==> src/rtl/uart_tx_arbiter_if.sv <==
// Handshake bundle between two byte requesters, the shared UART transmitter
// and the arbiter that multiplexes them.
interface uart_tx_arbiter_if #(
   parameter int DATA_W = 8
);
   logic              req0_valid;
   logic [DATA_W-1:0] req0_data;
   logic              req0_last;
   logic              req0_ready;
   logic              req1_valid;
   logic [DATA_W-1:0] req1_data;
   logic              req1_last;
   logic              req1_ready;
   logic              tx_valid;
   logic [DATA_W-1:0] tx_data;
   logic              tx_ready;
   logic [1:0]        grant;
   logic              busy;
   logic              timeout_err;

   // Requesters and transmitter side.
   modport master (
      output req0_valid, req0_data, req0_last,
      input  req0_ready,
      output req1_valid, req1_data, req1_last,
      input  req1_ready,
      input  tx_valid, tx_data,
      output tx_ready,
      input  grant, busy, timeout_err
   );

   // Arbiter side.
   modport slave (
      input  req0_valid, req0_data, req0_last,
      output req0_ready,
      input  req1_valid, req1_data, req1_last,
      output req1_ready,
      output tx_valid, tx_data,
      input  tx_ready,
      output grant, busy, timeout_err
   );
endinterface

==> src/rtl/uart_tx_arbiter.sv <==
// Packet-level arbiter giving two byte streams alternating ownership of one
// UART transmitter, with a starvation timeout on a held grant.
module uart_tx_arbiter #(
   parameter int DATA_W         = 8,
   parameter int TIMEOUT_CYCLES = 1000
) (
   input logic             SYSCLK,
   input logic             SYSRESET,
   uart_tx_arbiter_if.slave bus
);
   typedef enum logic [1:0] {
      IDLE = 2'b00,
      OWN0 = 2'b01,
      OWN1 = 2'b10
   } state_t;

   localparam logic [15:0] STARVE_LIMIT = 16'(TIMEOUT_CYCLES - 1);

   state_t            state, state_nxt;
   logic              last_served, last_served_nxt;
   logic [15:0]       starve_cnt, starve_cnt_nxt;
   logic              timeout_q, timeout_nxt;
   logic              own_valid;
   logic [DATA_W-1:0] own_data;
   logic              own_last;
   logic              xfer;

   always_ff @(posedge SYSCLK or posedge SYSRESET) begin
      if (SYSRESET) begin
         state       <= IDLE;
         last_served <= 1'b1;
         starve_cnt  <= '0;
         timeout_q   <= 1'b0;
      end else begin
         state       <= state_nxt;
         last_served <= last_served_nxt;
         starve_cnt  <= starve_cnt_nxt;
         timeout_q   <= timeout_nxt;
      end
   end

   always_comb begin
      state_nxt       = state;
      last_served_nxt = last_served;
      starve_cnt_nxt  = starve_cnt;
      timeout_nxt     = 1'b0;
      own_valid       = 1'b0;
      own_data        = '0;
      own_last        = 1'b0;

      case (state)
         OWN0: begin
            own_valid = bus.req0_valid;
            own_data  = bus.req0_data;
            own_last  = bus.req0_last;
         end
         OWN1: begin
            own_valid = bus.req1_valid;
            own_data  = bus.req1_data;
            own_last  = bus.req1_last;
         end
         default: ;
      endcase

      xfer = own_valid & bus.tx_ready;

      case (state)
         IDLE: begin
            starve_cnt_nxt = '0;
            // On a tie the requester that did not own the last grant wins.
            if (bus.req0_valid && bus.req1_valid)
               state_nxt = last_served ? OWN0 : OWN1;
            else if (bus.req0_valid)
               state_nxt = OWN0;
            else if (bus.req1_valid)
               state_nxt = OWN1;
         end
         OWN0, OWN1: begin
            if (xfer) begin
               starve_cnt_nxt = '0;
               if (own_last) begin
                  state_nxt       = IDLE;
                  last_served_nxt = (state == OWN1);
               end
            end else if (!own_valid) begin
               // A stalled transmitter is not starvation: only an absent byte counts.
               if (starve_cnt >= STARVE_LIMIT) begin
                  state_nxt       = IDLE;
                  last_served_nxt = (state == OWN1);
                  timeout_nxt     = 1'b1;
                  starve_cnt_nxt  = '0;
               end else begin
                  starve_cnt_nxt = starve_cnt + 16'd1;
               end
            end
         end
         default: state_nxt = IDLE;
      endcase
   end

   assign bus.grant       = state;
   assign bus.busy        = (state != IDLE);
   assign bus.tx_valid    = own_valid;
   assign bus.tx_data     = own_valid ? own_data : '0;
   assign bus.req0_ready  = (state == OWN0) & bus.tx_ready;
   assign bus.req1_ready  = (state == OWN1) & bus.tx_ready;
   assign bus.timeout_err = timeout_q;
endmodule

==> src/flat_wrapper.sv <==
// flat-port wrapper written by rule: the top's interface ports become plain ports
module uart_tx_arbiter_flat 
#(
   parameter int DATA_W         = 8,
   parameter int TIMEOUT_CYCLES = 1000
)
  (SYSCLK, SYSRESET, bus_req0_valid, bus_req0_data, bus_req0_last, bus_req0_ready, bus_req1_valid, bus_req1_data, bus_req1_last, bus_req1_ready, bus_tx_valid, bus_tx_data, bus_tx_ready, bus_grant, bus_busy, bus_timeout_err);
  uart_tx_arbiter_if #(.DATA_W(DATA_W)) bus_i ();
  input logic SYSCLK;
  input logic SYSRESET;
  input wire logic [$bits(bus_i.req0_valid)-1:0] bus_req0_valid;
  input wire logic [$bits(bus_i.req0_data)-1:0] bus_req0_data;
  input wire logic [$bits(bus_i.req0_last)-1:0] bus_req0_last;
  output wire logic [$bits(bus_i.req0_ready)-1:0] bus_req0_ready;
  input wire logic [$bits(bus_i.req1_valid)-1:0] bus_req1_valid;
  input wire logic [$bits(bus_i.req1_data)-1:0] bus_req1_data;
  input wire logic [$bits(bus_i.req1_last)-1:0] bus_req1_last;
  output wire logic [$bits(bus_i.req1_ready)-1:0] bus_req1_ready;
  output wire logic [$bits(bus_i.tx_valid)-1:0] bus_tx_valid;
  output wire logic [$bits(bus_i.tx_data)-1:0] bus_tx_data;
  input wire logic [$bits(bus_i.tx_ready)-1:0] bus_tx_ready;
  output wire logic [$bits(bus_i.grant)-1:0] bus_grant;
  output wire logic [$bits(bus_i.busy)-1:0] bus_busy;
  output wire logic [$bits(bus_i.timeout_err)-1:0] bus_timeout_err;
  assign bus_i.req0_valid = bus_req0_valid;
  assign bus_i.req0_data = bus_req0_data;
  assign bus_i.req0_last = bus_req0_last;
  assign bus_req0_ready = bus_i.req0_ready;
  assign bus_i.req1_valid = bus_req1_valid;
  assign bus_i.req1_data = bus_req1_data;
  assign bus_i.req1_last = bus_req1_last;
  assign bus_req1_ready = bus_i.req1_ready;
  assign bus_tx_valid = bus_i.tx_valid;
  assign bus_tx_data = bus_i.tx_data;
  assign bus_i.tx_ready = bus_tx_ready;
  assign bus_grant = bus_i.grant;
  assign bus_busy = bus_i.busy;
  assign bus_timeout_err = bus_i.timeout_err;
  uart_tx_arbiter #(.DATA_W(DATA_W), .TIMEOUT_CYCLES(TIMEOUT_CYCLES)) u_core (.SYSCLK(SYSCLK), .SYSRESET(SYSRESET), .bus(bus_i));
endmodule
==> config.mk <==
export PLATFORM = sky130hd
export DESIGN_NAME = uart_tx_arbiter_flat
export DESIGN_NICKNAME = d
export VERILOG_FILES = /design/src/rtl/uart_tx_arbiter_if.sv /design/src/rtl/uart_tx_arbiter.sv /design/src/flat_wrapper.sv
export SDC_FILE = /design/constraint.sdc
export NUM_CORES = 1
export LEC_CHECK = 0
export CAP_MARGIN = 20
export CORE_ASPECT_RATIO = 2
export CORE_MARGIN = 4
export CORE_UTILIZATION = 40
export DETAILED_ROUTE_END_ITERATION = 16
export HOLD_SLACK_MARGIN = 0.08
export PLACE_DENSITY = 0.72
export SYNTH_ARGS = -nofsm -noshare
export SYNTH_HDL_FRONTEND = slang
export SYNTH_SLANG_ARGS = --single-unit
==> constraint.sdc <==
create_clock -name SYSCLK -period 1.75 [get_ports SYSCLK]
set_input_delay 0.2625 -clock SYSCLK [delete_from_list [all_inputs] [get_ports SYSCLK]]
set_output_delay 0.2625 -clock SYSCLK [all_outputs]
set_load 0.01 [all_outputs]
# [Yosys cells after proc, flatten, opt, wreduce, memory -nomap -nowiden]
# Cells that the tools add are included.
[word_totals] reg_bits=20 output_inout_bits=15
[classes] n_addsub=1 n_lt_le_gt_ge=1 n_eq_ne=8 n_mux=25 bitwise=3 reduce_logical=9
[ops] operator="16-bit 2-to-1 mux" n=3
[ops] operator="16-bit case mux with 2 select lines" n=1
[ops] operator="16-bit by 1-bit adder with 16-bit output, second input constant" n=1
[ops] operator="16-bit by 10-bit >= comparator with 1-bit output, second input constant" n=1
[ops] operator="2-bit 2-to-1 mux" n=8
[ops] operator="8-bit case mux with 2 select lines" n=1
[ops] operator="1-bit 2-to-1 mux" n=8
[ops] operator="8-bit 2-to-1 mux" n=1
[ops] operator="4-bit AND reduction" n=2
[ops] operator="2-bit nonzero test" n=3
[ops] operator="4-bit by 3-bit != test with 1-bit output, second input constant" n=1
[ops] operator="1-bit case mux with 2 select lines" n=2
[ops] operator="2-bit case mux with 2 select lines" n=1
[ops] operator="1-bit AND" n=3
[ops] operator="3-bit by 1-bit != test with 1-bit output, second input constant" n=1
[ops] operator="3-bit by 2-bit != test with 1-bit output, second input constant" n=1
[ops] operator="3-bit != test, second input constant" n=1
[ops] operator="2-bit by 1-bit equality test with 1-bit output, second input constant" n=1
[ops] operator="2-bit equality test, second input constant" n=1
[ops] operator="2-bit zero test" n=1
[ops] operator="2-bit by 1-bit != test with 1-bit output, second input constant" n=1
[ops] operator="2-bit != test, second input constant" n=1
[ops] operator="2-bit AND reduction" n=1
[ops] operator="2-bit OR reduction" n=1
[ops] operator="1-bit logical AND" n=1

# [Depth between registers and ports, before layout]
# Gate-level depths: netlist of the first run.
[depth] word_depth=5 depth_mapped=9

# [Least setup slack after synthesis of the first run]
# OpenSTA, ideal clock, no wires.
[synth_path] path_type="register to register" startpoint="register u_core.state[0], in the netlist u_core.bus.grant[0]" endpoint="register u_core.starve_cnt[15]" setup_ns=0.119 arrival_time_ns=1.705 t_required_ns=1.631 path_slack_ns=-0.075 stages_incl_launch_ff=9 period_less_slack_ns=1.825 cell_sequence="dfrtp_1 inv_1 ha_1 a22o_1 a31oi_1 clkbuf_1 and2_4 buf_6 nor2_1"
[synth_via] elab_chain_len=5 word_cells_on_any_way=11 cone_classes="eq/ne: 3; mux: 3; bitwise: 1; reduce/logical: 4"
[synth_lines] item="from (decl)" line_no="uart_tx_arbiter.sv:19" text="state_t state, state_nxt;"
[synth_lines] item="from (signal assigned)" line_no="uart_tx_arbiter.sv:35" text="state <= state_nxt;"
[synth_lines] item="2-bit equality test or 2-bit by 1-bit equality test with 1-bit output (tied branches)" line_no="uart_tx_arbiter.sv:51, uart_tx_arbiter.sv:67"
[synth_lines] item="1-bit case mux with 2 select lines" line_no="uart_tx_arbiter.sv:51" text="case (state)"
[synth_lines] item="1-bit AND" line_no="uart_tx_arbiter.sv:65" text="xfer = own_valid & bus.tx_ready;"
[synth_lines] item="16-bit 2-to-1 mux or 3-bit != test (tied branches)"
[synth_lines] item="16-bit case mux with 2 select lines or 2-bit AND reduction (tied branches)"
[synth_lines] item="to (signal assigned)" line_no="uart_tx_arbiter.sv:37" text="starve_cnt <= starve_cnt_nxt;"
[synth_lines] item="to (decl)" line_no="uart_tx_arbiter.sv:21" text="logic [15:0] starve_cnt, starve_cnt_nxt;"
# Several ways; a longest one is shown, not always the timed one.
# A chain may end at the register's enable or synchronous reset.

# [Final worst setup path of the first run]
[layout_path] startpoint="register u_core.state[0], in the netlist u_core.bus.grant[0]" endpoint="output port bus_tx_data[6]"
[layout_via] elab_chain_len=3 word_cells_on_any_way=5 cone_classes="eq/ne: 2; mux: 3"
[layout_lines] item="2-bit equality test or 2-bit by 1-bit equality test with 1-bit output (tied branches)" line_no="uart_tx_arbiter.sv:51"
[layout_lines] item="8-bit case mux with 2 select lines or 1-bit case mux with 2 select lines (tied branches)" line_no="uart_tx_arbiter.sv:51"
[layout_lines] item="8-bit 2-to-1 mux (*)" line_no="uart_tx_arbiter.sv:104" text="assign bus.tx_data = own_valid ? own_data : '0;"
[layout_lines] item="to (decl)" line_no="flat_wrapper.sv:20" text="output wire logic [$bits(bus_i.tx_data)-1:0] bus_tx_data;"
# Every way passes the cells marked *; elsewhere a longest branch is shown, timed or not.

==> flow_metrics.tcl, run 1 <==
set metrics [dict create \
    clk_latency_ns 0.26 \
    r2r_cells 9 \
    overflow 0 \
    start_util 0.4203 \
    synth_edf_count 0 \
    postCtsHoldBufs 0 \
    antenna_found_initial 0 \
    wl_per_cell_um 17.15 \
    synth_area_leader_cell "dfrtp_1" \
    vias 1365 \
    clk_pin_slew_ns 0.07 \
    post-route-period-util 1.089 \
    gp_congestion 0.7563 \
    synthDistinctLibCells 34 \
    ys_seq_elements 20 \
    finalNetCount 237 \
    cts-buffers-inserted 3 \
    multiInputGateArea_um2 819.5 \
    num_rows 28 \
    synth_cells 138 \
    syn2layout_area_growth_pct 64.33 \
    crit_type "register to output port" \
    fin_crit_ns 1.905 \
    seq_area_frac_synth 0.3962 \
    syn_nets 166 \
    drv_slew 0 \
    htree_levels 1 \
    rsz0062_at_grt "yes" \
    leakage_nw 0.9510 \
    routed_via_density 5.735 \
    tritoncts "yes" \
    ys_top_cells_by_area "dfrtp_1 38%, nor2_1 6.2%, a22o_1 5.5%" \
    status "finished with violations" \
    drc_errors 0 \
    crit_path_max_fanout 10 \
    routed_wl_um 4081 \
    netlist_area_um2 1266 \
    critPathLaunchType "register" \
    drive_gt1_frac 0.3510 \
    crit_path_end_kind "output port" \
    async_reset_ff_frac 1.000 \
    required_ns 1.49 \
    fp.dieArea_um2 4185 \
    hp-class "primary input to async pin" \
    cts.sinks 20 \
    post-place-ws_ns -0.4013 \
    io_pins 38 \
    slew_headroom 0.7904 \
    violations "setup timing" \
    grt_pass1_wl_um 6548 \
    cp.arrival_ns 1.64 \
    worst_r2r_endpoint "u_core.starve_cnt[5]" \
    portBuffers 37 \
    dp.final_hpwl_um 2998 \
    fin_cells 238 \
    max_cap_viol_count 0 \
    netlist.area_leader.share 0.3755 \
    grt_use_total 0.2128 \
    drtAntennaViolNets 0 \
    clockBufferDepth 2 \
    r2r_start "u_core.bus.grant[0]" \
    syn_avg_cell_area_um2 9.175 \
    firstDrtPassIters 4 \
    core_um2 3013 \
    first_iter_violations 39 \
    diodes 0 \
    num-fill-cells 228 \
    die_x_um 47.79 \
    setup_ws_ns -0.1555 \
    chipHeight_um 87.57 \
    power_density_nw_per_um2 1269 \
    final_util 0.6906 \
    setup_viol 26 \
    place_inst 226 \
    synth_top_flop_cell "dfrtp_1" \
    register_area_um2 501.7 \
    worst_pin_slew_ns 0.3111 \
    finClkSkew_ns 0.002871 \
    grt_pass1_vias 1522 \
    tns_ns -2.671 \
    finalHoldViolCount 0 \
    cts_root_buf "clkbuf_8" \
    yosysWarnings 0 \
    total_power_mw 2.640 \
    ir_drop_mv 0.9032 \
    reg2reg_slack_ns -0.15 \
    grt_max_degree 14 \
    fmax_mhz 524.8 \
]
-- worst max-delay path: stages (launching register included) --
cell and delay, ns:
dfrtp_1 0.42, inv_2 0.09, ha_4 0.17, a22o_4 0.27, nand2_8 0.10, nor2_1 0.05, dlygate4sd2_1 0.28
-- layout make-up --
class                           instances  area share
Timing Repair Buffer                   72      0.3097
Multi-Input combinational cell        106      0.3939
Sequential cell                        20      0.2411
Clock buffer                            4     0.02646
Inverter                                6     0.01082
Tap cell                               30     0.01804
-- through the flow --
| step | hold slack [ns] | instance area [µm²] |
|---|---|---|
| after global routing | 0.2770 | 2081 |
| after detailed placement | 0.5073 | 1866 |
| final | 0.2354 | 2081 |
| after CTS | 0.2512 | 2067 |
| after floorplan | 0.2256 | 1296 |
| after global placement | 0.4761 | 1866 |
-- logic make-up after synthesis --
group | synth area share
simple gates | 0.2520
mux | 0.04249
buf+inv | 0.04941
fa+ha+maj | 0.04941
compound gates | 0.2105
flops | 0.3963
-- per-layer routing --
metal	routed length, µm	part of all wire	up-vias	track usage
met3	327	0.080	14	0.03909
met4	132	0.032	0	0.09559
met5	0	0	-	0
li1	-	-	635	-
met1	1292	0.32	666	0.1861
met2	2328	0.57	50	0.4150
-- cell usage after synthesis, drive strengths merged, types with 2 or more instances --
| library cell | instances |
|---|---|
| mux2i | 2 |
| and3 | 4 |
| dfrtp | 19 |
| nor2b | 4 |
| nand2 | 11 |
| a22oi | 8 |
| clkbuf | 2 |
| o21ai | 9 |
| a31oi | 6 |
| nand3 | 2 |
| inv | 6 |
| mux2 | 3 |
| buf | 4 |
| a22o | 8 |
| and2 | 5 |
| nor2 | 22 |
| ha | 5 |
| nor3 | 3 |
| a21oi | 4 |
-- placed cells by master, fill, tap and decap left out, types with 2 or more instances in the layout --
master           instances
a21oi_1                  4
a22o_1                   7
a22oi_1                  7
a31oi_1                  5
and2_1                   4
and3_1                   3
buf_4                   29
buf_6                    6
clkbuf_8                 4
clkdlybuf4s15_1          7
clkdlybuf4s50_1         25
dfrtp_1                 19
dlygate4sd2_1            2
ha_1                     2
ha_2                     2
inv_1                    3
inv_2                    3
mux2_4                   2
mux2i_1                  2
nand2_1                  7
nand2_2                  2
nand3_1                  2
nor2_1                  17
nor2_2                   4
nor2b_1                  4
nor3_1                   3
o21ai_0                  6
o21ai_2                  2
-- sequential cells by signal (all words and copies together) (netlist names) --
| name | count |
|---|---|
| u_core.starve_cnt | 16 |
| u_core.bus.grant | 2 |
| u_core.bus.timeout_err | 1 |
| u_core.last_served | 1 |
-- worst max-delay path by stage --
stage / startpoint / to / slack (ns) / cells past startpoint
4_1_cts: u_core.bus.grant[0] / bus_tx_data[6] / -0.15 / 5
6_report: u_core.bus.grant[0] / bus_tx_data[6] / -0.16 / 6
3_3_place_gp: bus_req1_valid / bus_tx_data[2] / -0.33 / 5
5_1_grt: u_core.starve_cnt[0] / u_core.starve_cnt[5] / -0.26 / 7
3_5_place_dp: bus_req1_valid / bus_tx_data[6] / -0.40 / 5
2_1_floorplan: u_core.starve_cnt[0] / u_core.starve_cnt[10] / 0.01 / 8
-- power breakdown --
| group | leakage, nW | internal, mW | switching, mW |
|---|---|---|---|
| clock network | 0.0288 | 0.201 | 0.156 |
| registers | 0.272 | 0.520 | 0.0444 |
| logic | 0.650 | 0.888 | 0.830 |
| total | 0.951 | 1.61 | 1.03 |
-- timing repair --
action / CTS / global route
cloned: 2 / 0
pin swaps: 9 / 6
buffers inserted: 6 / 2
setup endpoints to repair: 30 / 30
resized for setup: 52 / 7
endpoints found under the hold margin: 0 / 0
No activity file was read; power rests on OpenSTA's default activity.
==> inputs of run 2 (changes only) <==
- ABC_CLOCK_PERIOD_IN_PS: default -> 1750
==> results of run 2 <==
Same layout as run 1: the final DEF is identical, and so are final timing and power.
==> inputs of run 3 (changes only) <==
- ABC_CLOCK_PERIOD_IN_PS: 1750 -> 2250
- PLACE_DENSITY: 0.72 -> 0.7
- clock period: 1.75 -> 2.25 ns (I/O delays scaled with it)
==> run 3 against run 2 <==
Effect of this change: the flow now finishes without violations; clock skew fell by 0.00093 ns; sequential power shrank 22%; via count down 12%; worst hold slack improved by 0.27 ns; combinational power down 46%; wire length fell by 13%; utilization decreased by 9.5 points; critical path depth shrank 1.
==> flow_metrics.tcl, run 3 (synthesized netlist as in run 1, its figures left out) <==
set metrics [dict create \
    status "finished clean" \
    cp.buffers_inverters 3 \
    finClkSkew_ns 0.001942 \
    portBuffers 37 \
    crit_path_end_kind "output port" \
    drive_gt1_frac 0.1568 \
    final_cell_area_um2 1794 \
    total_power_mw 1.727 \
    fin_cells 215 \
    place_inst 210 \
    wl_per_cell_um 16.54 \
    fmax_mhz 465.2 \
    largest_reg_flops 16 \
    start_util 0.4203 \
    finalHoldViolCount 0 \
    diodes 0 \
    drv_slew 0 \
    reg2reg_slack_ns 0.11 \
    setup_viol 0 \
    worst_r2r_endpoint "u_core.bus.grant[1]" \
    cts-buffers-inserted 3 \
    r2r_start "u_core.bus.grant[0]" \
    grt_use_total 0.1801 \
    dp.final_hpwl_um 2838 \
    clockBufferDepth 2 \
    cpMaxStageDelayCell "clkdlybuf4s50_1" \
    crit_path_max_fanout 10 \
    die_x_um 47.79 \
    place_area_um2 1717 \
    rsz0062_at_grt "no" \
    worst_pin_slew_ns 0.7743 \
    crit_type "register to output port" \
    grt_pass1_wl_um 5382 \
    clk_latency_ns 0.26 \
    hp-class "primary input to async pin" \
    routed_wl_um 3556 \
    postCtsHoldBufs 0 \
    chipHeight_um 87.57 \
    max_cap_viol_count 0 \
    drtAntennaViolNets 0 \
    drc_errors 0 \
    cts.sinks 20 \
    vias 1203 \
    tritoncts "yes" \
    top_register "u_core.starve_cnt" \
    num_rows 28 \
    cp.arrival_ns 1.81 \
    slowest_delay_ns 0.54 \
    slew_headroom 0.4832 \
    leakage_nw 0.8630 \
    final_common_cell "clkdlybuf4s50_1" \
    post-route-period-util 0.9554 \
    ir_drop_mv 0.6975 \
    core_um2 3013 \
    critPathLaunchType "register" \
    first_iter_violations 14 \
    fin_crit_ns 2.150 \
    finalNetCount 214 \
    final_cell_mix "27 x clkdlybuf4s50_1, 21 x nor2_1, 19 x dfrtp_1" \
    firstDrtPassIters 4 \
    critPathTopFamily "buffers and inverters" \
    overflow 0 \
    cts_root_buf "clkbuf_8" \
    syn2layout_area_growth_pct 41.70 \
    met2_usage 0.3462 \
    grt_util_met1 0.1710 \
    grt_max_degree 21 \
    clk_pin_slew_ns 0.08 \
    routed_via_density 5.595 \
    grt_pass1_vias 1219 \
    tns_ns 0 \
    fp.dieArea_um2 4185 \
    required_ns 1.91 \
    antenna_found_initial 0 \
    htree_levels 1 \
    final_util 0.5955 \
    gp_congestion 0.7921 \
    use_met3 0.01852 \
    top_usage_layer "met2" \
    crit_chain "inv_1 > ha_1 > buf_4 > and2_1 > clkdlybuf4s50_1" \
    io_pins 38 \
    r2r_cells 9 \
    power_density_nw_per_um2 962.6 \
]
[run 3: how the worst max path moves through the flow]
| stage | startpoint | to | cells past startpoint |
|---|---|---|---|
| finish | u_core.bus.grant[1] | bus_req0_ready | 5 |
| global route | u_core.bus.grant[1] | bus_req0_ready | 5 |
| CTS | u_core.bus.grant[0] | bus_req1_ready | 5 |
| detailed placement | bus_req1_valid | bus_tx_data[2] | 5 |
| global placement | bus_req1_valid | bus_tx_data[4] | 5 |
| floorplan | u_core.bus.grant[0] | u_core.starve_cnt[15] | 8 |
[run 3: through the flow]
stage	hold WS, ns	setup slack (ns)
6_report	0.5096	0.1004
2_1_floorplan	0.3006	0.4255
4_1_cts	0.5166	0.02158
3_3_place_gp	0.4826	0.06528
3_5_place_dp	0.4995	-0.04198
5_1_grt	0.5504	0.006208
[run 3: area by class of cell]
cell class | count | area, µm²
Sequential cell | 20 | 501.7
Tap cell | 30 | 37.54
Clock inverter | 1 | 30.03
Fill cell | 294 | 1219
Inverter | 6 | 22.52
Multi-Input combinational cell | 106 | 709.4
Timing Repair Buffer | 49 | 451.7
Clock buffer | 3 | 41.29
[run 3: worst reg2reg max path: stages, from the launching register on]
cell       delay, ns
dfrtp_1         0.43
inv_2           0.08
ha_1            0.22
a22o_1          0.28
buf_4           0.15
buf_4           0.13
nand2_1         0.10
nand4bb_4       0.11
o311ai_1        0.16
mux2_2          0.39
[run 3: per-layer routing]
layer | share of wire | vias to the layer above
li1 | - | 593
met1 | 0.35 | 566
met2 | 0.56 | 38
met3 | 0.069 | 6
met4 | 0.023 | 0
met5 | 0 | -
[run 3: where the power goes]
part / leakage, nW / internal (mW) / switching, mW
registers: 0.272 / 0.405 / 0.0377
clock network: 0.0357 / 0.237 / 0.122
logic: 0.555 / 0.441 / 0.484
total: 0.863 / 1.08 / 0.644
[run 3: repair_timing]
item	in CTS	in global routing
resized for setup	12	1
buffers inserted	1	0
setup endpoints to repair	10	1
pin swaps	1	0
